[src/rtl/vec_mac_stream.sv]
// 8-lane streaming int8 dot-product engine that drains its accumulators serially
// into the quantizer. Define VEC_MAC_SAT_EN for saturating accumulation and the sat_o port.
module vec_mac_lane #(
    parameter int ACC_W = 32
) (
    input  logic [ACC_W-1:0] acc_i,
    input  logic [7:0]       x_i,
    input  logic [7:0]       w_i,
`ifdef VEC_MAC_SAT_EN
    output logic             ovf_o,
`endif
    output logic [ACC_W-1:0] sum_o
);
    logic signed [15:0]      prod;
    logic signed [ACC_W-1:0] prod_ext;
    logic [ACC_W-1:0]        raw;

    assign prod     = $signed(x_i) * $signed(w_i);
    assign prod_ext = ACC_W'(prod);
    assign raw      = acc_i + prod_ext;

`ifdef VEC_MAC_SAT_EN
    // Same-sign operands with a sign flip in the sum means overflow; clamp toward the operand sign.
    assign ovf_o = (acc_i[ACC_W-1] == prod_ext[ACC_W-1]) && (raw[ACC_W-1] != acc_i[ACC_W-1]);
    assign sum_o = !ovf_o ? raw :
                   acc_i[ACC_W-1] ? {1'b1, {(ACC_W-1){1'b0}}} : {1'b0, {(ACC_W-1){1'b1}}};
`else
    assign sum_o = raw;
`endif
endmodule

module vec_mac_stream #(
    parameter int LANES = 8,
    parameter int K_LEN = 8,
    parameter int ACC_W = 32
) (
    input  logic               clk_i,
    input  logic               rstn_i,
    input  logic               start_i,
    input  logic               in_valid_i,
    output logic               in_ready_o,
    input  logic [7:0]         x_i,
    input  logic [8*LANES-1:0] w_i,
    output logic [ACC_W-1:0]   dout_o,
    output logic               dout_valid_o,
    output logic               q_en_o,
    output logic               busy_o,
    output logic               done_o
`ifdef VEC_MAC_SAT_EN
    ,
    output logic               sat_o
`endif
);
    localparam int DW = (LANES > 1) ? $clog2(LANES) : 1;
    localparam logic [1:0] S_IDLE  = 2'd0;
    localparam logic [1:0] S_ACC   = 2'd1;
    localparam logic [1:0] S_DRAIN = 2'd2;
    localparam logic [7:0]    LAST_BEAT = 8'(K_LEN - 1);
    localparam logic [DW-1:0] LAST_D    = DW'(LANES - 1);
    localparam logic [DW-1:0] PENULT_D  = DW'(LANES - 2);

    logic [1:0]                  state_q, state_d;
    logic [LANES-1:0][ACC_W-1:0] acc_q, acc_d, sum;
    logic [7:0]                  cnt_q, cnt_d;
    logic [DW-1:0]               didx_q, didx_d;
    logic [ACC_W-1:0]            dout_q, dout_d;
    logic                        vld_q, vld_d, qen_q, qen_d, done_q, done_d;
`ifdef VEC_MAC_SAT_EN
    logic [LANES-1:0]            ovf;
    logic                        sat_q, sat_d;
`endif

    for (genvar l = 0; l < LANES; l++) begin : g_lane
        vec_mac_lane #(.ACC_W(ACC_W)) u_lane (
            .acc_i (acc_q[l]),
            .x_i   (x_i),
            .w_i   (w_i[8*l +: 8]),
`ifdef VEC_MAC_SAT_EN
            .ovf_o (ovf[l]),
`endif
            .sum_o (sum[l])
        );
    end

    // Output registers are loaded one cycle ahead so word d appears while didx_q == d.
    always_comb begin
        state_d = state_q;
        acc_d   = acc_q;
        cnt_d   = cnt_q;
        didx_d  = didx_q;
        dout_d  = '0;
        vld_d   = 1'b0;
        qen_d   = 1'b0;
        done_d  = 1'b0;
`ifdef VEC_MAC_SAT_EN
        sat_d   = sat_q;
`endif
        case (state_q)
            S_IDLE: begin
                if (start_i) begin
                    state_d = S_ACC;
                    acc_d   = '0;
                    cnt_d   = '0;
`ifdef VEC_MAC_SAT_EN
                    sat_d   = 1'b0;
`endif
                end
            end
            S_ACC: begin
                if (in_valid_i) begin
                    acc_d = sum;
                    cnt_d = cnt_q + 8'd1;
`ifdef VEC_MAC_SAT_EN
                    sat_d = sat_q | (|ovf);
`endif
                    if (cnt_q == LAST_BEAT) begin
                        state_d = S_DRAIN;
                        didx_d  = '0;
                        dout_d  = sum[0];
                        vld_d   = 1'b1;
                        qen_d   = 1'b1;
                        done_d  = (LANES == 1);
                    end
                end
            end
            S_DRAIN: begin
                if (didx_q == LAST_D) begin
                    state_d = S_IDLE;
                    didx_d  = '0;
                end else begin
                    didx_d  = didx_q + DW'(1);
                    dout_d  = acc_q[didx_q + DW'(1)];
                    vld_d   = 1'b1;
                    done_d  = (didx_q == PENULT_D);
                end
            end
            default: state_d = S_IDLE;
        endcase
    end

    always_ff @(posedge clk_i or negedge rstn_i) begin
        if (!rstn_i) begin
            state_q <= S_IDLE;
            acc_q   <= '0;
            cnt_q   <= '0;
            didx_q  <= '0;
            dout_q  <= '0;
            vld_q   <= 1'b0;
            qen_q   <= 1'b0;
            done_q  <= 1'b0;
`ifdef VEC_MAC_SAT_EN
            sat_q   <= 1'b0;
`endif
        end else begin
            state_q <= state_d;
            acc_q   <= acc_d;
            cnt_q   <= cnt_d;
            didx_q  <= didx_d;
            dout_q  <= dout_d;
            vld_q   <= vld_d;
            qen_q   <= qen_d;
            done_q  <= done_d;
`ifdef VEC_MAC_SAT_EN
            sat_q   <= sat_d;
`endif
        end
    end

    assign in_ready_o   = (state_q == S_ACC);
    assign busy_o       = (state_q != S_IDLE);
    assign dout_o       = dout_q;
    assign dout_valid_o = vld_q;
    assign q_en_o       = qen_q;
    assign done_o       = done_q;
`ifdef VEC_MAC_SAT_EN
    assign sat_o        = sat_q;
`endif
endmodule

[config.mk]
export PLATFORM = sky130hd
export DESIGN_NAME = vec_mac_stream
export DESIGN_NICKNAME = d
export VERILOG_FILES = /design/src/rtl/vec_mac_stream.sv
export SDC_FILE = /design/constraint.sdc
export NUM_CORES = 2
export LEC_CHECK = 0
export CORE_MARGIN = 2
export CORE_UTILIZATION = 60
export CTS_CLUSTER_SIZE = 28
export DETAILED_ROUTE_END_ITERATION = 10
export PLACE_DENSITY_LB_ADDON = 0.08
export SLEW_MARGIN = 20
export SYNTH_ARGS = -nofsm -noshare
export SYNTH_HDL_FRONTEND = slang
export SYNTH_HIERARCHICAL = 1
export SYNTH_SLANG_ARGS = --single-unit
[constraint.sdc]
create_clock -name clk_i -period 4 [get_ports clk_i]
set_clock_uncertainty 0.1 [all_clocks]
set_input_delay 0.4 -clock clk_i [delete_from_list [all_inputs] [get_ports clk_i]]
set_output_delay 0.4 -clock clk_i [all_outputs]
set_load 0.02 [all_outputs]
==> results.json <==
{
  "status": "finished, violations left",
  "violations": "setup timing",
  "drive_above_1_share_pct": 36.49,
  "r2r-end": "dout_o[12]",
  "startpoint": "x_i[7]",
  "core_area_um2": 74700,
  "ys.flop_type": "dfrtp_1",
  "groute.layer.met1.usage_pct": 45.37,
  "wl_um": 149800,
  "seq_area_um2": 7611,
  "hold_violations": 0,
  "grt.overflow.total": 0,
  "synth_cell_types": 107,
  "routed_wire_length_per_instance_um": 20.94,
  "clkTransAtPathRegs_ns": 0.07,
  "syn-cell-area_um2": 45480,
  "place_congestion": 0.9454,
  "slew_viol_final": 0,
  "fin_hold_ws_ns": 0.2895,
  "final_common_cell": "buf_4",
  "die_h_um": 279.3,
  "synth_nets": 5898,
  "fin_nets": 7183,
  "num_rows": 100,
  "vias": 42370,
  "critical_path.max_fanout": 7,
  "relSlewSlack_pct": 31.15,
  "placed_cells": 6919,
  "reg2reg_slack_ns": 0.42,
  "worstPathRequired_ns": 4.39,
  "ios": 113,
  "place_hpwl_um": 104900,
  "max_stage_delay_ns": 0.54,
  "met2_usage_pct": 63.39,
  "clock_sinks": 304,
  "yosysWarningCount": 6,
  "layout_setup_ws_ns": -2.610,
  "crit_end": "dout_o[29]",
  "start_util_pct": 60.89,
  "htree_levels": 2,
  "end_kind": "register",
  "first_iter_violations": 3114,
  "gr-usage-met3_pct": 5.721,
  "worstHoldPathType": "input port to async pin",
  "fin_crit_sh_pct": 165.2,
  "cts_tree": "done",
  "fillers": 3972,
  "worstMarginPinSlew_ns": 1.033,
  "drv_cap": 0,
  "grt_max_degree": 141,
  "synth_edf_count": 0,
  "antenna_found_initial": 6,
  "die_area_um2": 78020,
  "synth_seq_cells": 304,
  "path_class": "input port to register",
  "syn-instance-count": 4869,
  "avgSynthCellArea_um2": 9.341,
  "cts_made_buffers": 38,
  "grt_pass1_vias": 43700,
  "critPathLaunchType": "input port",
  "chipWidth_um": 279.3,
  "gr-max-usage-layer": "met2",
  "avgViaCountPerCell": 5.921,
  "cts_root_buf": "clkbuf_16",
  "async_flop_share_pct": 100.0,
  "first_pass_iters": 6,
  "clk_latency_ns": 0.58,
  "portBuffers": 112,
  "rsz0062_at_grt": "true",
  "multi_input_area_um2": 39100,
  "drc": 0,
  "track_usage_pct": 36.95,
  "clockBufferDepth": 3,
  "slowest_stage": "fa_2",
  "ant_nets": 0,
  "grt_first_pass_wirelength_um": 229300,
  "seq_area_frac_synth_pct": 16.73,
  "fin_util_pct": 85.30,
  "setup_violations": 235,
  "yosys.area.top_type": "fa_1",
  "period_needed_ns": 6.610,
  "final_cell_mix": "buf_4 (1100), inv_1 (684), fa_1 (424)",
  "worst_ep_arrival_time_ns": 7.00,
  "final_cells": 7155,
  "yosysTopAreaCellShare_pct": 19.72,
  "r2r_cells": 12,
  "finalSetupTns_ns": -404.08,
  "max_freq_mhz": 151.3,
  "worstReg2RegStart": "acc_q[0]",
  "areaGrowthSynthToFinish_pct": 40.09,
  "synth_area_leaders": "fa_1 (20%), dfrtp_1 (17%), ha_1 (14%)"
}
-- cells in the mapped netlist, types with 38 or more instances --
master and number:
xor2_1 91, nand2_1 266, a22o_1 257, clkbuf_1 38
nand3_1 59, nor2b_1 82, dfrtp_1 304, o21bai_1 61
buf_2 56, a21o_1 144, a21oi_1 260, and2_1 359
ha_1 505, mux2_2 74, o31ai_1 38, nor2_1 174
inv_1 764, nor3_1 48, o21ai_0 78, fa_1 448
xnor2_1 255
-- worst min-delay path by stage --
| stage | from | endpoint | cells after the start |
|---|---|---|---|
| 2_1_floorplan | rstn_i | acc_q[0] | 0 |
| 3_3_place_gp | cnt_q[0] | cnt_q[0] | 1 |
| 3_5_place_dp | cnt_q[0] | cnt_q[0] | 1 |
| 4_1_cts | rstn_i | acc_q[108] | 2 |
| 5_1_grt | rstn_i | acc_q[108] | 2 |
| 6_report | rstn_i | acc_q[108] | 2 |
-- cell families (layout without fill, tap and decap cells) --
group	count (synthesis)	in the layout	share of synthesized area [%]
AND/OR/NAND/NOR	1165	1165	13.57
buffers and inverters	874	2187	7.469
flip-flops	304	304	16.73
adder cells (fa/ha/maj)	953	953	33.61
XOR/XNOR	348	348	6.765
multiplexers	117	117	3.659
other	0	4	0
AO/OA/AOI/OAI	1108	1108	18.20
-- metrics by stage --
step           cell area, um2  setup slack (ns)
2_1_floorplan           47690            -2.659
3_3_place_gp            57860            -3.331
3_5_place_dp            57860            -3.484
4_1_cts                 62060            -2.477
5_1_grt                 63710            -2.791
6_report                63720            -2.610
-- flip-flops by register name (all words and copies together) (netlist names) --
| register | count |
|---|---|
| cnt_q | 8 |
| acc_q | 256 |
| didx_q | 3 |
| q_en_o | 1 |
| dout_valid_o | 1 |
| dout_o | 32 |
| done_o | 1 |
| state_q | 2 |
-- final cells by class --
cell class,instances,share of cell area [%]
multi-input cells,3691,61.36
repair buffers,1355,18.13
flip-flops and latches,304,11.95
inverters,764,4.513
well taps,969,1.903
clock buffers,47,1.610
clock inverters,21,0.5223
diodes,4,0.01571
-- critical path, delay by kind of cell --
family,cells,cell delay [ns]
adder cells (fa/ha/maj),6,2.40
AND/OR/NAND/NOR,5,0.76
XOR/XNOR,1,0.25
AO/OA/AOI/OAI,12,2.34
buffers and inverters,8,0.81
-- layer usage --
metal  share of wire, %  up-vias
li1                   -    19160
met1                 38    21100
met2                 49     1637
met3                6.7      462
met4                6.2        2
met5              0.011        -
-- what timing repair did --
item	in CTS	in global routing
pin swaps	235	238
resized for setup	493	284
buffers inserted	108	61
cloned	9	0
hold buffers	1	0
setup endpoints to repair	239	238
endpoints found under the hold margin	99	0
Power is left out: the tool's default activity adds up to more than one toggle a clock period on the data nets, which glitch-free logic cannot reach.
